--- src/rtl/u2_onehot_encoder.sv ---
// Two's-complement operand to offset one-hot encoder with range/sign flags,
// a 2-entry valid/ready output FIFO and a saturating out-of-range counter.
module u2_onehot_encoder #(
  parameter int WIDTH = 4,
  parameter int LEN   = 8
) (
  input  logic             i_CLK,
  input  logic             i_RST,
  input  logic [WIDTH-1:0] i_A,
  input  logic             i_VALID,
  output logic             o_READY,
  output logic             o_VALID,
  input  logic             i_READY,
  output logic [LEN-1:0]   o_Y,
  output logic             o_err,
  output logic             o_neg,
  output logic             o_pos,
  output logic [7:0]       o_err_cnt
);

  typedef enum logic [1:0] {
    EMPTY = 2'd0,
    ONE   = 2'd1,
    FULL  = 2'd2
  } state_t;

  typedef struct packed {
    logic [LEN-1:0] y;
    logic           err;
    logic           neg;
    logic           pos;
  } entry_t;

  localparam logic signed [WIDTH:0] HALF = (WIDTH+1)'(LEN / 2);

  state_t state, state_next;
  entry_t mem [2];
  entry_t enc;
  entry_t head;
  logic   wptr, rptr;
  logic   wr, rd;
  logic   in_range;
  logic signed [WIDTH:0] ext;
  logic signed [WIDTH:0] idx;

  // Sign-extend one bit so the offset add and range compare never wrap.
  assign ext      = {i_A[WIDTH-1], i_A};
  assign idx      = ext + HALF;
  assign in_range = (ext >= -HALF) && (ext <= HALF - 1);

  always_comb begin
    enc     = '0;
    enc.err = !in_range;
    enc.neg = i_A[WIDTH-1];
    enc.pos = !i_A[WIDTH-1] && (i_A != '0);
    for (int unsigned i = 0; i < LEN; i++) begin
      enc.y[i] = in_range && (unsigned'(idx) == (WIDTH+1)'(i));
    end
  end

  assign o_READY = (state != FULL) && !i_RST;
  assign o_VALID = (state != EMPTY);
  assign wr      = i_VALID && o_READY;
  assign rd      = o_VALID && i_READY;

  always_comb begin
    state_next = state;
    unique case (state)
      EMPTY:   if (wr) state_next = ONE;
      ONE:     if (wr && !rd) state_next = FULL;
               else if (rd && !wr) state_next = EMPTY;
      FULL:    if (rd) state_next = ONE;
      default: state_next = EMPTY;
    endcase
  end

  always_ff @(posedge i_CLK or posedge i_RST) begin
    if (i_RST) begin
      state     <= EMPTY;
      wptr      <= 1'b0;
      rptr      <= 1'b0;
      o_err_cnt <= '0;
      for (int unsigned i = 0; i < 2; i++) mem[i] <= '0;
    end else begin
      state <= state_next;
      if (wr) begin
        mem[wptr] <= enc;
        wptr      <= ~wptr;
        if (!in_range && (o_err_cnt != 8'hFF)) o_err_cnt <= o_err_cnt + 8'd1;
      end
      if (rd) rptr <= ~rptr;
    end
  end

  assign head  = o_VALID ? mem[rptr] : '0;
  assign o_Y   = head.y;
  assign o_err = head.err;
  assign o_neg = head.neg;
  assign o_pos = head.pos;

endmodule

--- config.mk ---
export PLATFORM = sky130hd
export DESIGN_NAME = u2_onehot_encoder
export DESIGN_NICKNAME = d
export VERILOG_FILES = /design/src/rtl/u2_onehot_encoder.sv
export SDC_FILE = /design/constraint.sdc
export NUM_CORES = 1
export LEC_CHECK = 0
export ABC_AREA = 1
export CELL_PAD_IN_SITES_DETAIL_PLACEMENT = 2
export CELL_PAD_IN_SITES_GLOBAL_PLACEMENT = 2
export CORE_ASPECT_RATIO = 0.8
export CORE_MARGIN = 5
export CORE_UTILIZATION = 27
export CTS_CLUSTER_SIZE = 12
export DETAILED_ROUTE_END_ITERATION = 12
export PLACE_DENSITY_LB_ADDON = 0.1
export SETUP_SLACK_MARGIN = 0.2
export SLEW_MARGIN = 0
export SYNTH_ARGS = -nofsm -noshare
export SYNTH_HDL_FRONTEND = slang
export SYNTH_SLANG_ARGS = --single-unit
export TNS_END_PERCENT = 30
--- constraint.sdc ---
create_clock -name i_CLK -period 1.5 [get_ports i_CLK]
set_input_delay 0.3 -clock i_CLK [delete_from_list [all_inputs] [get_ports i_CLK]]
set_output_delay 0.3 -clock i_CLK [all_outputs]
set_load 0.02 [all_outputs]
==> impl_metrics.toml, run 1 <==
[run_status]
outcome = "finished with violations"
violations = "setup timing"

[place]
dpl.hpwl_um = 4398
placedCellCount = 378
portBuffers = 28
gp_congestion = 0.7066
pre_cts_ws_ns = -0.4761

[cts]
cts_root_buf = "clkbuf_8"
cts_tree = "built"
path_clk_slew_ns = 0.07
h-tree-depth = 2
cts_buffer_depth = 2
cts_sinks = 34
clock_latency_ns = 0.29
cts_made_buffers = 5

[die]
core-area_mm2 = 0.006441
rows = 26
ioPinCount = 29
die_area_mm2 = 0.008427
die_h_um = 83.12
die_x_um = 101.4
start_util = 0.2801

[synthesis]
synth_area_mm2 = 0.001804
synth.area.top_cells = "dfrtp_1 (47%), nand2_1 (21%), o21ai_0 (6.4%)"
synthesis.nets = 255
yosysTopAreaCell = "dfrtp_1"
synthXorXnorAreaFrac = 0.01942
yosys.area.top_type_share = 0.4716
synth_seq_cells = 34
yosys_warnings = 0
synthAdderAreaFrac = 0.02774
synth_compound_area_frac = 0.1047
synthDistinctLibCells = 19
synth_cells = 243
synthMuxAreaShare = 0
ys_seq_area_frac = 0.4716
synth_top_family_by_area = "simple AND/OR/NAND/NOR gates"
synth-simple-area-share = 0.3024
syn-mean-instance-area_um2 = 7.425

[worst_setup_path]
slowest_delay_ns = 0.41
start_kind = "flop"
path_cells = "nor2_4 -> clkinvlp_4 -> o21ai_1 -> a21oi_1 -> buf_4"
path_max_fanout = 4
path_class = "reg -> out"
cp-end-kind = "output port"
crit_family = "flip-flops"
path_buf_inv = 2
worstPathRequired_ns = 1.20
arrival_ns = 1.44
crit_slowest_cell = "dfrtp_1"

[layout]
final_common_cell = "nand2_1"
nets = 321
diodes = 0
drive_above_1_share = 0.2945
fillers = 775
syn2layout_area_growth_pct = 43.69
finalNonFillerCells = 393
mostFrequentLayoutCells = "nand2_1 (96), dfrtp_1 (31), buf_4 (27)"
finalCoreUtilization = 0.4025

[drt]
wl_met3_um = 169
avgRoutedWirePerCell_um = 16.39
via_per_inst = 4.746
wl_met2_um = 3152
ant_nets = 0
vias = 1865
drt_iter0_drc = 31
wirelength_um = 6440
dr.pass1.iters = 4
drc = 0
dr.max_layer_used = "met4"
drt-met1-wl_um = 3042

[sta]
slew_viol_final = 0
finClkSkew_ns = 0.009987
setup_slack_ns = -0.2393
tightest_slew_ns = 0.3422
setup_viol = 46
min_period_ns = 1.739
clock.fmax_ghz = 0.5749
rsz0062_at_grt = "true"
hold_violations = 0
max_slew_margin = 0.7716
tns_ns = -5.409
finalCritPeriodShare = 1.160

[global_routing]
grt_pass1_wl_um = 10560
antenna_found_initial = 0
grtUsageTotal = 0.1597
grt_pass1_vias = 2039
grt_max_degree = 20
grt_overflow = 0

[run]
maxCapViolCount = 0

[pwr]
p_per_area_mw_per_mm2 = 1279
leakage_nw = 1.327
ir_drop_uv = 549.6
power_mw = 3.317

[hold_path]
hp-class = "in -> async"
[metrics by stage]
step | hold WS (ns) | instance area (um2)
floorplan | 0.2653 | 1808
global placement | 0.4532 | 2389
detailed placement | 0.4588 | 2389
CTS | 0.2580 | 2545
global route | 0.2658 | 2592
finish | 0.2597 | 2592
[worst paths after layout]
kind | to | start | slack, ns | cells past startpoint
setup reg to reg | mem[13] | state[0] | -0.15 | 11
hold reg to reg | mem[19] | mem[19] | 0.47 | 2
min in group i_CLK | mem[19] | mem[19] | 0.47 | 2
setup / recovery | o_Y[3] | state[0] | -0.24 | 5
hold / removal | state[0] | i_RST | 0.26 | 3
max in group asynchronous | o_err_cnt[4] | i_RST | 0.89 | 4
[layer usage]
metal / up-vias / GRT usage
met5: - / 0
met4: 0 / 0.04348
met3: 10 / 0.02848
met2: 27 / 0.2696
met1: 938 / 0.2078
li1: 890 / -
[state kept, by name (all words and copies together), names as in the netlist]
register and cells:
mem 22, o_err_cnt 8, rptr 1, state 2
wptr 1
[cell families (layout without fill, tap and decap cells)]
family	after synthesis	count (layout)
AO/OA/AOI/OAI	37	37
XOR/XNOR	4	4
adder cells (fa/ha/maj)	4	4
buffers and inverters	31	97
flip-flops	34	34
AND/OR/NAND/NOR	133	133
[area by class of cell]
class                   instances  area [um2]  area share
clock inverters                 1       30.03     0.01158
repair inverters                1       7.507    0.002896
inverters                      27       113.9     0.04392
repair buffers                 62       510.5      0.1969
flip-flops and latches         34       854.6      0.3296
multi-input cells             178       888.4      0.3427
well taps                      84       105.1     0.04054
clock buffers                   6       82.58     0.03185
[Yosys cell counts (all sizes together)]
| library cell | number |
|---|---|
| inv | 27 |
| dfrtp | 34 |
| a21oi | 12 |
| nand3b | 2 |
| a31oi | 1 |
| nand3 | 7 |
| nand4 | 1 |
| nand2 | 104 |
| xor2 | 4 |
| a21boi | 1 |
| o21ai | 23 |
| ha | 4 |
| nor2 | 19 |
| buf | 4 |
[power by group]
part | switching, mW | leakage [nW] | internal, mW | total [mW]
logic | 0.738 | 0.820 | 0.497 | 1.24
registers | 0.126 | 0.450 | 1.07 | 1.20
clock network | 0.349 | 0.0573 | 0.532 | 0.881
[worst reg2reg max path, cell delays in order, from the launching register on]
cell and delay (ns):
dfrtp_1 0.41, buf_4 0.15, buf_6 0.10, buf_6 0.11
inv_2 0.05, nand2_2 0.06, buf_6 0.13, nand3_4 0.14
inv_4 0.06, nand2_4 0.10, clkbuf_16 0.16, o21ai_0 0.07
[what timing repair did]
item / CTS / global route
hold buffers: 0 / 0
cloned: 1 / 1
endpoints found under the setup margin: 54 / 53
pin swaps: 7 / 4
buffers inserted: 4 / 2
gates resized for setup: 107 / 22
(Power assumes the default switching activity.)
==> run 2, diff against run 1 <==
--- a/config.mk
+++ b/config.mk
@@ -14,7 +14,7 @@
 export CTS_CLUSTER_SIZE = 12
 export DETAILED_ROUTE_END_ITERATION = 12
 export PLACE_DENSITY_LB_ADDON = 0.1
-export SETUP_SLACK_MARGIN = 0.2
+export SETUP_SLACK_MARGIN = 0.5
 export SLEW_MARGIN = 0
 export SYNTH_ARGS = -nofsm -noshare
 export SYNTH_HDL_FRONTEND = slang
==> impl_metrics.toml, run 2 (same netlist as run 1, synthesis figures left out) <==
[worst_setup_path]
start_kind = "flop"
path_cells = "buf_12 -> buf_6 -> o21ai_2 -> a21oi_2 -> buf_6"
path_class = "reg -> out"
rr_worst_depth = 8
crit_slowest_cell = "dfrtp_2"
cp-end-kind = "output port"
crit_top_cell = "buf_6"
worstPathRequired_ns = 1.20
path_max_fanout = 8
arrival_ns = 1.35
slowest_delay_ns = 0.46

[pwr]
intPower_mw = 2.367
ir_drop_uv = 743.2
leakage_nw = 1.401
switchingPower_mw = 1.411
swShare = 0.3734
combPwrFrac = 0.488
p_per_area_mw_per_mm2 = 1332
power_mw = 3.778
clkPwrFrac = 0.187
seq_power_share = 0.324

[cts]
path_clk_slew_ns = 0.07
holdBufCountCts = 0
cts_tree = "built"
h-tree-depth = 2
clock_latency_ns = 0.28
cts_sinks = 34
cts_buffer_depth = 2
cts_root_buf = "clkbuf_8"
cts_made_buffers = 5

[layout]
regMostFlops = "mem"
fillers = 744
drive_above_1_share = 0.3639
mostFrequentLayoutCells = "nand2_1 (93), buf_4 (34), dfrtp_1 (31)"
finalNonFillerCells = 400
reg_top3 = "mem x22, o_err_cnt x8, state x2"
largest_reg_flops = 22
final_common_cell = "nand2_1"
diodes = 0
syn2layout_area_growth_pct = 57.21
nets = 327

[drt]
ant_nets = 0
wirelength_um = 6250
via_per_inst = 4.590
drc = 0
dr.pass1.iters = 4
drt_iter0_drc = 27
avgRoutedWirePerCell_um = 15.63
vias = 1836

[hold_path]
hp-class = "in -> async"

[die]
rows = 26
die_x_um = 101.4
start_util = 0.2801
die_h_um = 83.12
die_area_mm2 = 0.008427
core-area_mm2 = 0.006441
ioPinCount = 29

[sta]
rsz0062_at_grt = "true"
setup_slack_ns = -0.1524
tightest_slew_ns = 0.3513
hold_violations = 0
max_slew_margin = 0.7656
min_period_ns = 1.652
finClkSkew_ns = 0.004071
tns_ns = -1.329
clock.fmax_ghz = 0.6052
setup_viol = 12
slew_viol_final = 0
finalCritPeriodShare = 1.102

[run]
maxCapViolCount = 0

[global_routing]
grt_overflow = 0
grt_pass1_vias = 1932
grtUsageTotal = 0.1417
grt_max_degree = 19
antenna_found_initial = 0
grt_pass1_wl_um = 9425

[run_status]
outcome = "finished with violations"
violations = "setup timing"

[place]
pre_cts_ws_ns = -0.4419
dpl.hpwl_um = 4284
portBuffers = 28
gp_congestion = 0.7616
placedCellCount = 374
==> run 2: changes by cell type in the layout (fill, tap and decap cells not counted), sizes merged <==
cell           change
bufinv             -1
buf               +10
clkbuf             -2
clkinv             +3
dlygate4sd2        +1
clkdlybuf4s15      -1
clkdlybuf4s50      -1
clkinvlp           -2
==> run 2: layout make-up <==
cell class,instances,area [um2],share of cell area
well taps,84,105.1,0.03705
repair buffers,68,674.4,0.2378
repair inverters,1,11.26,0.003970
flip-flops and latches,34,854.6,0.3013
clock buffers,7,86.33,0.03044
clock inverters,1,5.005,0.001764
inverters,27,125.1,0.04411
multi-input cells,178,974.7,0.3436
==> run 2: per-stage QoR <==
stage | cell area [um2] | hold slack, ns | utilization
after floorplan | 1810 | 0.2653 | -
after global placement | 2374 | 0.4495 | 0.3685
after detailed placement | 2374 | 0.4583 | 0.3685
after CTS | 2541 | 0.2276 | 0.3945
after global routing | 2836 | 0.2377 | 0.4404
final | 2836 | 0.2242 | 0.4404
==> run 2: what timing repair did <==
action,4_1_cts,5_1_grt
setup endpoints to repair,55,55
setup buffers,4,12
gates cloned,0,2
endpoints found under the hold margin,0,0
pin swaps,2,9
resized for setup,146,51
==> run 2: power groups by stage <==
| stage | sequential [mW] | combinational (mW) | clock, mW |
|---|---|---|---|
| after detailed placement | 1.20 | 1.20 | 0 |
| after global placement | 1.20 | 1.18 | 0 |
| final | 1.22 | 1.85 | 0.708 |
| after global routing | 1.24 | 2.00 | 0.778 |
| after floorplan | 1.25 | 0.545 | 0 |
| after CTS | 1.19 | 1.35 | 0.734 |
==> run 2: worst paths after layout <==
| check | startpoint | to | slack (ns) |
|---|---|---|---|
| worst min register to register | mem[10] | mem[10] | 0.49 |
| max in group asynchronous | i_RST | rptr | 0.86 |
| worst max-delay path | rptr | o_pos | -0.15 |
| worst max register to register | state[1] | mem[0] | 0.07 |
| min in group i_CLK | i_A[3] | mem[12] | 0.48 |
| worst min-delay path | i_RST | o_err_cnt[4] | 0.22 |
==> run 2: metal layers <==
layer / global-route usage / vias up / part of all wire
li1: - / 899 / -
met1: 0.1949 / 916 / 0.50
met2: 0.2239 / 19 / 0.47
met3: 0.03350 / 2 / 0.020
met4: 0.03261 / 0 / 0.0059
met5: 0 / - / 0
==> run 2: worst max-delay path, delay by kind of cell, from the launching register on <==
kind	cells	cell delay, ns
DFF	1	0.46
buffers and inverters	3	0.41
AOI/OAI and AO/OA	2	0.21
==> run 3, diff against run 2 <==
--- a/config.mk
+++ b/config.mk
@@ -5,12 +5,11 @@
 export SDC_FILE = /design/constraint.sdc
 export NUM_CORES = 1
 export LEC_CHECK = 0
-export ABC_AREA = 1
 export CELL_PAD_IN_SITES_DETAIL_PLACEMENT = 2
 export CELL_PAD_IN_SITES_GLOBAL_PLACEMENT = 2
 export CORE_ASPECT_RATIO = 0.8
 export CORE_MARGIN = 5
-export CORE_UTILIZATION = 27
+export CORE_UTILIZATION = 31
 export CTS_CLUSTER_SIZE = 12
 export DETAILED_ROUTE_END_ITERATION = 12
 export PLACE_DENSITY_LB_ADDON = 0.1
@@ -19,4 +18,3 @@
 export SYNTH_ARGS = -nofsm -noshare
 export SYNTH_HDL_FRONTEND = slang
 export SYNTH_SLANG_ARGS = --single-unit
-export TNS_END_PERCENT = 30
==> impl_metrics.toml, run 3 <==
[run_status]
outcome = "finished with violations"
violations = "setup timing"

[synthesis]
ys_seq_area_frac = 0.4864
synth_cells = 150
synth_seq_cells = 34
synthDistinctLibCells = 36
yosys.area.top_type_share = 0.4864
ys.flop_type = "dfrtp_1"
syn-mean-instance-area_um2 = 11.66
synthesis.nets = 162
synth.area.top_cells = "dfrtp_1 (49%), mux2_2 (14%), mux2i_1 (6.9%)"
yosysMostFrequentCell = "dfrtp_1"
yosysTopAreaCell = "dfrtp_1"
async_flop_share = 1.000
synthTopCellsByCount = "dfrtp_1 (34), nor2_1 (22), mux2_2 (21)"
synth_edf_count = 0
synth_area_mm2 = 0.001749
yosys_warnings = 0

[global_routing]
grt_pass1_vias = 1767
grt_max_degree = 35
antenna_found_initial = 0
grtUsageTotal = 0.1958
grt_overflow = 0
grt_pass1_wl_um = 10420

[die]
rows = 24
die_area_mm2 = 0.007254
core-area_mm2 = 0.005465
die_x_um = 93.98
start_util = 0.3201
die_h_um = 77.19
ioPinCount = 29

[drt]
wirelength_um = 7558
ant_nets = 0
vias = 1499
avgRoutedWirePerCell_um = 24.54
drt_iter0_drc = 93
via_per_inst = 4.867
drc = 0
dr.pass1.iters = 4

[sta]
setup_viol = 39
rsz0062_at_grt = "true"
finClkSkew_ns = 0.007777
max_slew_margin = 0.7502
tightest_slew_ns = 0.3736
clock.fmax_ghz = 0.5839
slew_viol_final = 0
min_period_ns = 1.713
finalCritPeriodShare = 1.142
hold_violations = 0
setup_slack_ns = -0.2126

[worst_setup_path]
worstPathRequired_ns = 1.20
path_class = "reg -> out"
arrival_ns = 1.41
rrSetupSlack_ns = -0.17
path_max_fanout = 7
cp-end-kind = "output port"
start_kind = "flop"

[pwr]
ir_drop_uv = 718.4
leakage_nw = 1.375
p_per_area_mw_per_mm2 = 1326

[cts]
h-tree-depth = 2
cts_root_buf = "clkbuf_8"
cts_sinks = 34
cts_tree = "built"
path_clk_slew_ns = 0.08
holdBufCountCts = 0
cts_buffer_depth = 2
clock_latency_ns = 0.29
cts_made_buffers = 5

[layout]
reg_top3 = "mem x22, o_err_cnt x8, state x2"
multi_input_area_mm2 = 0.001227
seqCellArea_um2 = 859.6
fillers = 493
mostFrequentLayoutCells = "buf_6 (46), dfrtp_1 (27), buf_4 (15)"
diodes = 0
nets = 242
final_common_cell = "buf_6"
finalNonFillerCells = 308
syn2layout_area_growth_pct = 82.83
drive_above_1_share = 0.7217
regMostFlops = "mem"
largest_reg_flops = 22

[place]
placedCellCount = 272
dpl.hpwl_um = 3552
pre_cts_ws_ns = -0.6393
portBuffers = 28
gp_congestion = 0.7432

[hold_path]
hp-class = "in -> async"

[run]
maxCapViolCount = 0
run 3: final timing paths:
path,start,end,depth (start not counted)
setup / recovery,rptr,o_Y[4],4
hold / removal,i_RST,o_err_cnt[5],4
setup reg to reg,state[1],mem[11],8
hold reg to reg,o_err_cnt[7],o_err_cnt[7],1
max in group asynchronous,i_RST,state[1],4
min in group i_CLK,i_A[3],mem[1],3
run 3: logic make-up after synthesis:
family / count (synthesis) / share of synthesized area
simple gates: 54 / 0.1788
mux: 34 / 0.2124
flops: 34 / 0.4864
buf+inv: 9 / 0.02932
xor+xnor: 8 / 0.04006
compound gates: 7 / 0.02432
fa+ha+maj: 4 / 0.02861
run 3: power by group:
group	internal, mW	switching [mW]
sequential	1.13	0.287
clock	0.312	0.368
combinational	1.19	0.954
total	2.63	1.61
run 3: cell type report:
class / count / area share
Inverter: 4 / 0.01213
Clock buffer: 5 / 0.02152
Sequential cell: 34 / 0.2688
Timing Repair Buffer: 78 / 0.2801
Tap cell: 78 / 0.03052
Multi-Input combinational cell: 107 / 0.3838
Clock inverter: 2 / 0.003130
run 3: metal layers:
metal | track usage | routed length [um]
met3 | 0.04110 | 201
met1 | 0.2383 | 3195
met5 | 0 | 0
met4 | 0.06494 | 79
met2 | 0.3409 | 4081
run 3: worst max-delay path, stage by stage, from the launching register on:
cell,delay [ns]
dfrtp_1,0.44
buf_12,0.20
mux2i_2,0.26
nor2_2,0.08
buf_6,0.14
run 3: timing repair:
action	4_1_cts	5_1_grt
gates cloned	2	0
setup endpoints to repair	55	55
pin swaps	17	12
setup buffers	20	7
endpoints found under the hold margin	0	0
gates resized for setup	189	27
run 3: per-stage QoR:
| stage | instance area [um2] | setup TNS [ns] | utilization | power, mW | hold WS [ns] |
|---|---|---|---|---|---|
| global route | 3198 | -7.037 | 0.5852 | 4.455 | 0.2215 |
| floorplan | 1963 | 0 | - | 2.240 | 0.2406 |
| finish | 3198 | -4.785 | 0.5852 | 4.242 | 0.2012 |
| detailed placement | 2491 | -16.96 | 0.4558 | 2.828 | 0.4908 |
| CTS | 3033 | -3.120 | 0.5549 | 3.926 | 0.2946 |
| global placement | 2491 | -15.48 | 0.4558 | 2.764 | 0.4698 |
